==> src/rtl/vending_ctrl_multi.sv <==
// ---------------------------------------------------------------------------
// vending_ctrl_multi
// Coin-operated vending controller with a selectable item table.
// Two coin buttons add credit, a buy button vends the item chosen by 'switch'
// when enough credit is present, and a cancel button (or an idle timeout)
// refunds whatever credit remains.
//
// Ports
//   clk            rising-edge clock
//   rst            asynchronous active-high reset
//   L_button       insert coin worth COIN_L (level, edge-detected inside)
//   R_button       insert coin worth COIN_R (level, edge-detected inside)
//   C_button       cancel / refund (level, edge-detected inside)
//   B_button       buy the selected item (level, edge-detected inside)
//   switch         selected item index
//   credit         current credit
//   LED            bit i set when credit covers the price of item i
//   dispense       one-cycle pulse, item delivered
//   dispense_item  index of the delivered item, valid with dispense
//   change_valid   one-cycle pulse, change returned
//   change_amt     change amount, valid with change_valid, 0 otherwise
//   coin_reject    one-cycle pulse, coin would exceed the credit ceiling
//   deny           one-cycle pulse, buy refused
//   state          current FSM state (IDLE=0, CREDIT=1, VEND=2, CHANGE=3)
// ---------------------------------------------------------------------------
module vending_ctrl_multi #(
   parameter int N_ITEMS = 4,
   parameter int CREDIT_W = 11,
   parameter logic [N_ITEMS*CREDIT_W-1:0] PRICES = {11'd400, 11'd300, 11'd200, 11'd100},
   parameter int COIN_L = 100,
   parameter int COIN_R = 500,
   parameter int CREDIT_MAX = 1000,
   parameter int TIMEOUT_CYC = 1000,
   parameter int MULTI_VEND = 0,
   localparam int SEL_W = $clog2(N_ITEMS)
) (
   input  logic                clk,
   input  logic                rst,
   input  logic                L_button,
   input  logic                R_button,
   input  logic                C_button,
   input  logic                B_button,
   input  logic [SEL_W-1:0]    switch,
   output logic [CREDIT_W-1:0] credit,
   output logic [N_ITEMS-1:0]  LED,
   output logic                dispense,
   output logic [SEL_W-1:0]    dispense_item,
   output logic                change_valid,
   output logic [CREDIT_W-1:0] change_amt,
   output logic                coin_reject,
   output logic                deny,
   output logic [1:0]          state
);

   localparam int TO_W = $clog2(TIMEOUT_CYC + 1);
   localparam logic [CREDIT_W:0]   COIN_L_WIDE = (CREDIT_W+1)'(COIN_L);
   localparam logic [CREDIT_W:0]   COIN_R_WIDE = (CREDIT_W+1)'(COIN_R);
   localparam logic [CREDIT_W:0]   MAX_WIDE    = (CREDIT_W+1)'(CREDIT_MAX);
   localparam logic [CREDIT_W-1:0] COIN_L_VAL  = CREDIT_W'(COIN_L);
   localparam logic [CREDIT_W-1:0] COIN_R_VAL  = CREDIT_W'(COIN_R);
   localparam logic [SEL_W:0]      N_ITEMS_VAL = (SEL_W+1)'(N_ITEMS);
   localparam logic [TO_W-1:0]     TO_LAST     = TO_W'(TIMEOUT_CYC - 1);

   typedef enum logic [1:0] {
      IDLE   = 2'd0,
      CREDIT = 2'd1,
      VEND   = 2'd2,
      CHANGE = 2'd3
   } state_t;

   state_t cur_state, next_state;

   logic [3:0]          btn, btn_prev, rise;
   logic                armed;
   logic                ev_c, ev_b, ev_coin, coin_is_l, any_ev;
   logic [CREDIT_W:0]   coin_val, coin_sum;
   logic                coin_fits;
   logic [CREDIT_W-1:0] sel_price, vend_price, remainder;
   logic                buy_ok;
   logic [TO_W-1:0]     to_cnt;
   logic                to_hit;

   // Price lookup that returns 0 for an index outside the table instead of
   // reading past the end of PRICES.
   function automatic logic [CREDIT_W-1:0] price_of(input logic [SEL_W-1:0] idx);
      price_of = '0;
      for (int i = 0; i < N_ITEMS; i++) begin
         if (idx == SEL_W'(i)) price_of = PRICES[i*CREDIT_W +: CREDIT_W];
      end
   endfunction

   assign btn = {C_button, B_button, L_button, R_button};

   // Button edge detection. 'armed' stays low for the first clock after reset
   // so a button already held when reset releases only loads btn_prev and
   // never looks like a fresh press.
   always_ff @(posedge clk or posedge rst) begin
      if (rst) begin
         btn_prev <= '0;
         armed    <= 1'b0;
      end else begin
         btn_prev <= btn;
         armed    <= 1'b1;
      end
   end

   // Event decode with fixed priority C > B > L > R: only the strongest
   // edge of the cycle survives, everything weaker is dropped.
   always_comb begin
      rise       = btn & ~btn_prev & {4{armed}};
      any_ev     = |rise;
      ev_c       = rise[3];
      ev_b       = rise[2] & ~rise[3];
      ev_coin    = (rise[1] | rise[0]) & ~(rise[3] | rise[2]);
      coin_is_l  = rise[1];
      coin_val   = coin_is_l ? COIN_L_WIDE : COIN_R_WIDE;
      coin_sum   = {1'b0, credit} + coin_val;
      coin_fits  = coin_sum <= MAX_WIDE;
      sel_price  = price_of(switch);
      buy_ok     = ({1'b0, switch} < N_ITEMS_VAL) && (credit >= sel_price);
      vend_price = price_of(dispense_item);
      remainder  = credit - vend_price;
      to_hit     = to_cnt == TO_LAST;
   end

   // State register.
   always_ff @(posedge clk or posedge rst) begin
      if (rst) cur_state <= IDLE;
      else     cur_state <= next_state;
   end

   // Next-state logic. A real event in CREDIT always wins over the timeout,
   // and VEND/CHANGE are single-cycle states that ignore all buttons.
   always_comb begin
      next_state = cur_state;
      case (cur_state)
         IDLE: begin
            if (ev_coin) next_state = CREDIT;
         end
         CREDIT: begin
            if (ev_c)                next_state = CHANGE;
            else if (ev_b && buy_ok) next_state = VEND;
            else if (!any_ev && to_hit) next_state = CHANGE;
         end
         VEND: begin
            if (MULTI_VEND != 0 && remainder != '0) next_state = CREDIT;
            else                                    next_state = CHANGE;
         end
         CHANGE:  next_state = IDLE;
         default: next_state = IDLE;
      endcase
   end

   // Credit, latched item, idle counter and the registered reject/deny
   // pulses. The counter is held at zero outside CREDIT so every entry into
   // CREDIT starts a fresh timeout window.
   always_ff @(posedge clk or posedge rst) begin
      if (rst) begin
         credit        <= '0;
         dispense_item <= '0;
         to_cnt        <= '0;
         coin_reject   <= 1'b0;
         deny          <= 1'b0;
      end else begin
         coin_reject <= 1'b0;
         deny        <= 1'b0;
         case (cur_state)
            IDLE: begin
               to_cnt <= '0;
               if (ev_coin) credit <= coin_is_l ? COIN_L_VAL : COIN_R_VAL;
               else         credit <= '0;
            end
            CREDIT: begin
               to_cnt <= any_ev ? '0 : to_cnt + 1'b1;
               if (ev_b) begin
                  if (buy_ok) dispense_item <= switch;
                  else        deny          <= 1'b1;
               end else if (ev_coin) begin
                  if (coin_fits) credit      <= coin_sum[CREDIT_W-1:0];
                  else           coin_reject <= 1'b1;
               end
            end
            VEND: begin
               to_cnt <= '0;
               credit <= remainder;
            end
            default: begin
               to_cnt <= '0;
               credit <= '0;
            end
         endcase
      end
   end

   // Moore outputs decoded from the registered state and credit.
   always_comb begin
      dispense     = cur_state == VEND;
      change_valid = (cur_state == CHANGE) && (credit != '0);
      change_amt   = change_valid ? credit : '0;
      state        = cur_state;
      LED          = '0;
      for (int i = 0; i < N_ITEMS; i++) begin
         LED[i] = credit >= PRICES[i*CREDIT_W +: CREDIT_W];
      end
   end

endmodule

==> config.mk <==
export PLATFORM = sky130hd
export DESIGN_NAME = vending_ctrl_multi
export DESIGN_NICKNAME = d
export VERILOG_FILES = /design/src/rtl/vending_ctrl_multi.sv
export SDC_FILE = /design/constraint.sdc
export NUM_CORES = 1
export LEC_CHECK = 0
export CAP_MARGIN = 20
export CORE_MARGIN = 2
export CORE_UTILIZATION = 40
export CTS_BUF_LIST = sky130_fd_sc_hd__clkbuf_4
export CTS_CLUSTER_DIAMETER = 60
export CTS_CLUSTER_SIZE = 20
export DETAILED_ROUTE_END_ITERATION = 10
export GPL_ROUTABILITY_DRIVEN = 0
export PLACE_DENSITY = 0.71
export SLEW_MARGIN = 20
export SYNTH_ARGS = -nofsm -noshare
export SYNTH_HDL_FRONTEND = slang
export SYNTH_SLANG_ARGS = --single-unit
==> constraint.sdc <==
create_clock -name clk -period 2.64 [get_ports clk]
set_clock_uncertainty 0.1 [all_clocks]
set_input_delay 0.396 -clock clk [delete_from_list [all_inputs] [get_ports clk]]
set_output_delay 0.396 -clock clk [all_outputs]
set_load 0.02 [all_outputs]
==> implementation parameters <==
Parameter                              Value

Detailed routing
  Initial drt markers ... 221
  Number of remaining DRC errors ... 0
  Routed WL ... 7.64 mm
  Via count ... 2,627
  Number of antenna-violating nets in the routed design ... 0
  Average wire per standard cell ... 16.4 um
  Detailed-router iteration count before antenna repair ... 6
  Post-DR vias/cell ... 5.63

GRT
  Global-route wire length before repair ... 12.2 mm
  Number of global-route vias before repair ... 2,541
  Largest net degree at the start of global routing ... 31
  Remaining global-route overflow ... 0
  All-layer global routing usage ... 21.0%
  Number of antenna violations at the first check in global routing ... 0

Clocking
  Deepest clock path buffer count ... 2
  TritonCTS Buffers ... 5
  Clock Tree Root ... sky130_fd_sc_hd__clkbuf_4
  # H-tree levels ... 2
  Clk sink count ... 30
  CTS tree ... built
  Clock-pin slew reported for the worst setup and hold paths after clock tree synthesis ... 0.10 ns
  Worst-Skew Late Latency ... 0.33 ns

Finish
  Layout cells sized above 1 ... 25.9%
  Post-layout net count ... 436
  Filler cell count in the final layout ... 544
  Area overhead of the layout relative to synthesis ... 40.1%
  Ant. Diodes ... 0

Pwr
  Highest ir drop seen on vdd ... 454 uV
  Leakage ... 1.72 nW
  Power density over the cells ... 1250 nW/um2

Die
  Overall die area ... 7420 um2
  Die Span X ... 86.1 um
  Floorplan core area ... 6420 um2
  Initial core utilization ... 42.0%
  Total number of placement rows ... 29
  Boundary pin count ... 42
  Vertical die dimension ... 86.1 um

STA
  Endpoints failing setup ... 8
  Aggregate negative setup slack ... -0.575 ns
  Setup repair after global routing missed its margin ... yes
  Min setup slack post-route ... -0.103 ns
  Worst-case headroom to the max-slew limit ... 65.9%
  Slew at the pin closest to its max-slew limit ... 0.512 ns
  Share of the cycle needed by the critical path after routing ... 104%
  FMAX ... 365 MHz
  Max-slew violation count ... 0
  Shortest period the worst path allows ... 2.74 ns
  Number of failing hold endpoints at the final stage ... 0

Logic synthesis
  Count of mapped cells out of synthesis ... 302
  Yosys warnings ... 0
  Predominant post-synthesis flop cell ... sky130_fd_sc_hd__dfrtp_1
  Post-synthesis sequential element count ... 30
  Cells taking the most area after synthesis ... sky130_fd_sc_hd__dfrtp_1 28%, sky130_fd_sc_hd__ha_1 18%, sky130_fd_sc_hd__nor2_1 4.3%
  Netlist area before placement ... 2700 um2
  Count of different cell masters after synthesis ... 61
  Avg Inst Size Synth ... 8.94 um2
  Most frequently used cell type in the post-synthesis netlist ... sky130_fd_sc_hd__ha_1
  Number of enable flip-flop cells after synthesis ... 0
  Area leader, netlist ... sky130_fd_sc_hd__dfrtp_1
  Area share of fa/ha/maj cells after synthesis ... 18.4%
  Yosys top cell area share ... 27.8%
  Asr flop ratio synth ... 100%
  Synthesized-area fraction occupied by ao, oa, aoi and oai cells ... 18.5%
  Sequential area share after synthesis ... 27.8%
  Simple-gate area share of the yosys netlist ... 19.5%
  Main combinational cell family by area after synthesis ... simple AND/OR/NAND/NOR gates
  XOR/XNOR share of the synthesized area ... 6.17%
  Mux share of post-synthesis cell area ... 3.20%
  Most frequent cells after synthesis ... 38 x sky130_fd_sc_hd__ha_1, 31 x sky130_fd_sc_hd__nor2_1, 30 x sky130_fd_sc_hd__dfrtp_1

Setup path
  Worst reg2reg endpoint ... credit[4]$_DFFE_PP0P_
  Kind of critical path ... flip-flop to flip-flop
  Critical Path Source ... btn_prev[1]$_DFF_PP0_
  Required time of the worst setup path ... 2.75 ns
  Reg2reg path depth ... 12
  Sort of element at the start of the critical path ... flip-flop
  Endpoint arrival time on the critical path ... 2.86 ns
  Worst Setup EP ... credit[4]$_DFFE_PP0P_
  Endpoint kind of the worst setup timing path ... flip-flop
  Setup slack on the worst flop-to-flop path ... -0.10 ns
  Startpoint of the most critical register-to-register path ... btn_prev[1]$_DFF_PP0_
  Critical path peak fanout ... 5

Place
  Count of buffers inserted at the top-level ports ... 37
  Placed wire-length estimate after detailed placement ... 5.51 mm
  Post-Place Worst Slack ... -0.658 ns

Hold path
  Hold Crit Class ... input pin to flip-flop

Flow run
  Max cap viols ... 0

Run status
  Violated checks ... setup timing
  Result of the run ... finished with violations
-- where the power goes --
part	total, W	switching (W)	internal (W)
registers	0.000705	0.000140	0.000564
clock network	0.000273	0.000163	0.000110
logic	0.00375	0.00196	0.00179
total	0.00473	0.00226	0.00247
-- cell families after synthesis --
family	Yosys count
compound gates	71
buf+inv	35
simple gates	99
fa+ha+maj	39
other cells	2
xor+xnor	19
flops	30
mux	7
-- layer usage --
metal  vias to the layer above  GRT usage (%)  part of all wire [%]
li1                       1233              -                     -
met1                      1256           26.1                    41
met2                       113           36.4                    49
met3                        25           3.18                   6.4
met4                         0           7.94                   3.5
met5                         -              0                     0
-- worst min path at each step --
stage,endpoint,slack (ns),startpoint,cells past startpoint
finish,btn_prev[1]$_DFF_PP0_,0.22,L_button,1
floorplan,btn_prev[0]$_DFF_PP0_,0.33,R_button,0
CTS,btn_prev[1]$_DFF_PP0_,0.22,L_button,1
global route,btn_prev[1]$_DFF_PP0_,0.22,L_button,1
global placement,to_cnt[0]$_DFF_PP0_,0.38,to_cnt[0]$_DFF_PP0_,1
detailed placement,to_cnt[0]$_DFF_PP0_,0.37,to_cnt[0]$_DFF_PP0_,1
-- stage by stage --
| stage | instance area (um2) | cells | power [W] | util [%] | hold WS, ns |
|---|---|---|---|---|---|
| after global routing | 3780 | 467 | 0.00505 | 58.9 | 0.221 |
| after global placement | 3430 | 448 | 0.00381 | 53.5 | 0.376 |
| after floorplan | 2740 | 305 | 0.00273 | - | 0.327 |
| final | 3780 | 467 | 0.00473 | 58.9 | 0.221 |
| after CTS | 3650 | 460 | 0.00444 | 56.8 | 0.218 |
| after detailed placement | 3430 | 448 | 0.00389 | 53.5 | 0.371 |
-- timing repair --
action | 4_1_cts | 5_1_grt
endpoints found under the setup margin | 14 | 17
hold buffers | 0 | 0
cloned | 0 | 0
pin swaps | 12 | 16
resized for setup | 29 | 19
setup buffers | 4 | 7
-- sequential cells by signal (all words and copies together) (netlist names) --
signal	count
armed	1
deny	1
credit	9
to_cnt	10
btn_prev	4
coin_reject	1
state	2
dispense_item	2
-- layout by cell type (no fill, tap or decap), types with 3 or more instances in the layout --
master                            synthesis  routed
sky130_fd_sc_hd__a211oi_1                 6       5
sky130_fd_sc_hd__a21o_1                   4       4
sky130_fd_sc_hd__a21oi_1                 14      11
sky130_fd_sc_hd__a21oi_2                  0       3
sky130_fd_sc_hd__a221oi_1                 3       3
sky130_fd_sc_hd__and2_1                  10       9
sky130_fd_sc_hd__and3_1                   5       5
sky130_fd_sc_hd__buf_4                    5      48
sky130_fd_sc_hd__buf_6                    1       4
sky130_fd_sc_hd__clkbuf_4                 1       6
sky130_fd_sc_hd__clkdlybuf4s50_1          0      32
sky130_fd_sc_hd__conb_1                   2       5
sky130_fd_sc_hd__dfrtp_1                 30      27
sky130_fd_sc_hd__dfrtp_2                  0       3
sky130_fd_sc_hd__ha_1                    38      34
sky130_fd_sc_hd__ha_4                     0       3
sky130_fd_sc_hd__inv_1                   22      22
sky130_fd_sc_hd__mux2_4                   3       3
sky130_fd_sc_hd__mux2i_1                  3       3
sky130_fd_sc_hd__nand2_1                  9       8
sky130_fd_sc_hd__nand2b_1                 7       7
sky130_fd_sc_hd__nand3_1                 13      12
sky130_fd_sc_hd__nor2_1                  31      28
sky130_fd_sc_hd__nor2_2                   0       3
sky130_fd_sc_hd__nor2b_1                  4       3
sky130_fd_sc_hd__nor4_1                   3       3
sky130_fd_sc_hd__o2111ai_2                1       3
sky130_fd_sc_hd__o21a_1                   3       3
sky130_fd_sc_hd__o21ai_0                 11       9
sky130_fd_sc_hd__o21ai_1                  3       5
sky130_fd_sc_hd__o21bai_1                 3       3
sky130_fd_sc_hd__or3_1                    4       4
sky130_fd_sc_hd__xnor2_1                 11       8
sky130_fd_sc_hd__xnor2_2                  0       3
sky130_fd_sc_hd__xor2_1                   8       8
-- worst max-delay path, cell delays in order (launching register included) --
cell and delay, ns:
sky130_fd_sc_hd__dfrtp_1 0.40, sky130_fd_sc_hd__nor2b_4 0.14, sky130_fd_sc_hd__nand2_4 0.07, sky130_fd_sc_hd__buf_4 0.15, sky130_fd_sc_hd__ha_4 0.31, sky130_fd_sc_hd__nor2_1 0.07
sky130_fd_sc_hd__a21oi_2 0.17, sky130_fd_sc_hd__xnor2_2 0.13, sky130_fd_sc_hd__buf_4 0.16, sky130_fd_sc_hd__o2111ai_2 0.19, sky130_fd_sc_hd__a31oi_4 0.29, sky130_fd_sc_hd__buf_6 0.15
sky130_fd_sc_hd__mux2_4 0.30
-- area by class of cell --
type / count / area (um2) / area share (%)
repair buffers: 89 / 773 / 20.5
well taps: 77 / 96.3 / 2.55
inverters: 23 / 86.3 / 2.28
flip-flops and latches: 30 / 754 / 20.0
clock buffers: 6 / 45.0 / 1.19
multi-input cells: 240 / 2020 / 53.3
clock inverters: 2 / 8.76 / 0.232
(Power assumes the default switching activity.)
==> RTL change: new RTL, same settings <==
Register the output `LED`, with the module's reset; this adds one clock of latency there. The other outputs are not delayed to match.
--- a/src/rtl/vending_ctrl_multi.sv
+++ b/src/rtl/vending_ctrl_multi.sv
@@ -70,2 +70,4 @@
 
+   logic [N_ITEMS-1:0] LED_d;
+
    state_t cur_state, next_state;
@@ -200,5 +202,13 @@
       state        = cur_state;
-      LED          = '0;
+      LED_d        = '0;
       for (int i = 0; i < N_ITEMS; i++) begin
-         LED[i] = credit >= PRICES[i*CREDIT_W +: CREDIT_W];
+         LED_d[i] = credit >= PRICES[i*CREDIT_W +: CREDIT_W];
+      end
+   end
+
+   always_ff @(posedge clk or posedge rst) begin
+      if (rst) begin
+         LED <= '0;
+      end else begin
+         LED <= LED_d;
       end
Formal check against the unedited RTL: not equivalent (Yosys sat finds a counterexample within 4 cycles, from zero or initial values and one cycle with rst high).
==> RTL change against the original RTL <==
The flow still finishes with violations (setup timing); area after synthesis down 0.56%; via count shrank 5.4%; fmax shrank 0.30%; combinational power decreased by 9.3%; wire length down 7.7%; design area is 0.33% lower; power down 1.7%; sequential cell count grew 4; non-clock buffer count did not move; synthesized cell count shrank 3.0%; sequential power up 19%; worst setup slack worse by 0.0083 ns; critical path type unchanged; largest power group unchanged.
==> RTL change: results (changes against the original RTL) <==
<table>
<tr><th>Metric</th><th>Value</th></tr>
<tr><th colspan="2">Global routing</th></tr>
<tr><td>Total routing resource utilization after global routing</td><td>19.9% (was 21.0%)</td></tr>
<tr><td>Met2 GRT Util</td><td>32.9% (was 36.4%)</td></tr>
<tr><td>Routing usage on met3</td><td>2.60% (was 3.18%)</td></tr>
<tr><td>Met1 track demand over resource</td><td>26.6% (was 26.1%)</td></tr>
<tr><td>Number of global-route vias before repair</td><td>2,344 (was 2,541)</td></tr>
<tr><td>Global-route wire length before repair</td><td>11.5 mm (was 12.2 mm)</td></tr>
<tr><td>Largest net degree at the start of global routing</td><td>35 (was 31)</td></tr>
<tr><th colspan="2">STA</th></tr>
<tr><td>Total negative slack</td><td>-0.645 ns (was -0.575 ns)</td></tr>
<tr><td>Worst-case setup margin in the final layout</td><td>-0.111 ns (was -0.103 ns)</td></tr>
<tr><td>Number of failing setup endpoints in the final timing report</td><td>8 (unchanged)</td></tr>
<tr><th colspan="2">Finish</th></tr>
<tr><td>Largest registers</td><td>to_cnt x10, credit x9 (was to_cnt x10, credit x9, btn_prev x4)</td></tr>
<tr><td>Number of standard cells in the final layout excluding fillers</td><td>461 (was 467)</td></tr>
<tr><td>Layout cell share with drive strength beyond 1</td><td>26.0% (was 25.9%)</td></tr>
<tr><td>Count of filler cells inserted in the layout</td><td>556 (was 544)</td></tr>
<tr><th colspan="2">Critical path</th></tr>
<tr><td>Worst endpoint data arrival time</td><td>2.90 ns (was 2.86 ns)</td></tr>
<tr><th colspan="2">Yosys</th></tr>
<tr><td>Sequential element share of the synthesized area</td><td>31.7% (was 27.8%)</td></tr>
<tr><td>Synth Area in Adders</td><td>18.5% (was 18.4%)</td></tr>
<tr><td>Post-synthesis xor/xnor area fraction</td><td>5.55% (was 6.17%)</td></tr>
<tr><th colspan="2">Power and ir drop</th></tr>
<tr><td>Worst vdd rail ir drop</td><td>740 uV (was 454 uV)</td></tr>
<tr><th colspan="2">Placement</th></tr>
<tr><td>Post-place instance area</td><td>0.00344 mm^2 (was 0.00343 mm^2)</td></tr>
<tr><td>HPWL after DPL</td><td>5.24 mm (was 5.51 mm)</td></tr>
<tr><th colspan="2">Drt</th></tr>
<tr><td>Wire length on met3</td><td>448 um (was 486 um)</td></tr>
<tr><td>Wire length on met2</td><td>3.35 mm (was 3.76 mm)</td></tr>
<tr><th colspan="2">Clock network</th></tr>
<tr><td>Skew-Pair Late Insertion Delay</td><td>0.35 ns (was 0.33 ns)</td></tr>
<tr><td>Setup Fix Bufs, Post-CTS</td><td>8 (was 4)</td></tr>
<tr><th colspan="2">Run status</th></tr>
<tr><td>Result of the run</td><td>finished, violations left (unchanged)</td></tr>
<tr><td>Failing checks</td><td>setup timing (unchanged)</td></tr>
</table>
==> RTL change: cell types whose count changed in the layout (fill, tap and decap cells not counted), moves of 4 or more <==
cell                      unedited run  this run
sky130_fd_sc_hd__nor3_1              0         4
sky130_fd_sc_hd__or3_1               4         0
sky130_fd_sc_hd__nand2_1             8        13
sky130_fd_sc_hd__inv_1              22        27
sky130_fd_sc_hd__a21oi_1            11         4
sky130_fd_sc_hd__o21ai_1             5         1
==> RTL change: kinds of logic (layout without fill, tap and decap cells) <==
kind of cell,after synthesis,in the layout
simple gates,88,88
other cells,2,5
compound gates,69,69
fa+ha+maj,39,39
buf+inv,38,126
mux,6,6
xor+xnor,17,17
flops,34,34
==> RTL change: area by class of cell <==
type	instances	area share, %
clock inverter	1	0.797
clock buffer	7	1.39
timing repair buffer	89	20.7
sequential	34	22.7
inverter	29	2.89
multi-input combinational	224	48.9
tap	77	2.56
==> RTL change: power groups by stage <==
stage	Clock, mW	Combinational [mW]	Sequential, mW
4_1_cts	0.424	3.26	0.829
6_report	0.412	3.40	0.839
3_3_place_gp	0	2.93	0.829
5_1_grt	0.440	3.68	0.856
3_5_place_dp	0	2.99	0.830
2_1_floorplan	0	1.70	0.954
==> RTL change: worst min path at each step <==
stage	depth (start not counted)	start	endpoint
2_1_floorplan	0	R_button	btn_prev[0]
3_3_place_gp	1	to_cnt[0]	to_cnt[0]
3_5_place_dp	1	to_cnt[0]	to_cnt[0]
4_1_cts	2	L_button	btn_prev[1]
5_1_grt	2	L_button	btn_prev[1]
6_report	2	L_button	btn_prev[1]
==> RTL change: metrics by stage <==
step | hold WS (ns) | util (%)
global placement | 0.366 | 53.6
global route | 0.330 | 58.7
detailed placement | 0.372 | 53.6
finish | 0.315 | 58.7
floorplan | 0.327 | -
CTS | 0.301 | 57.6
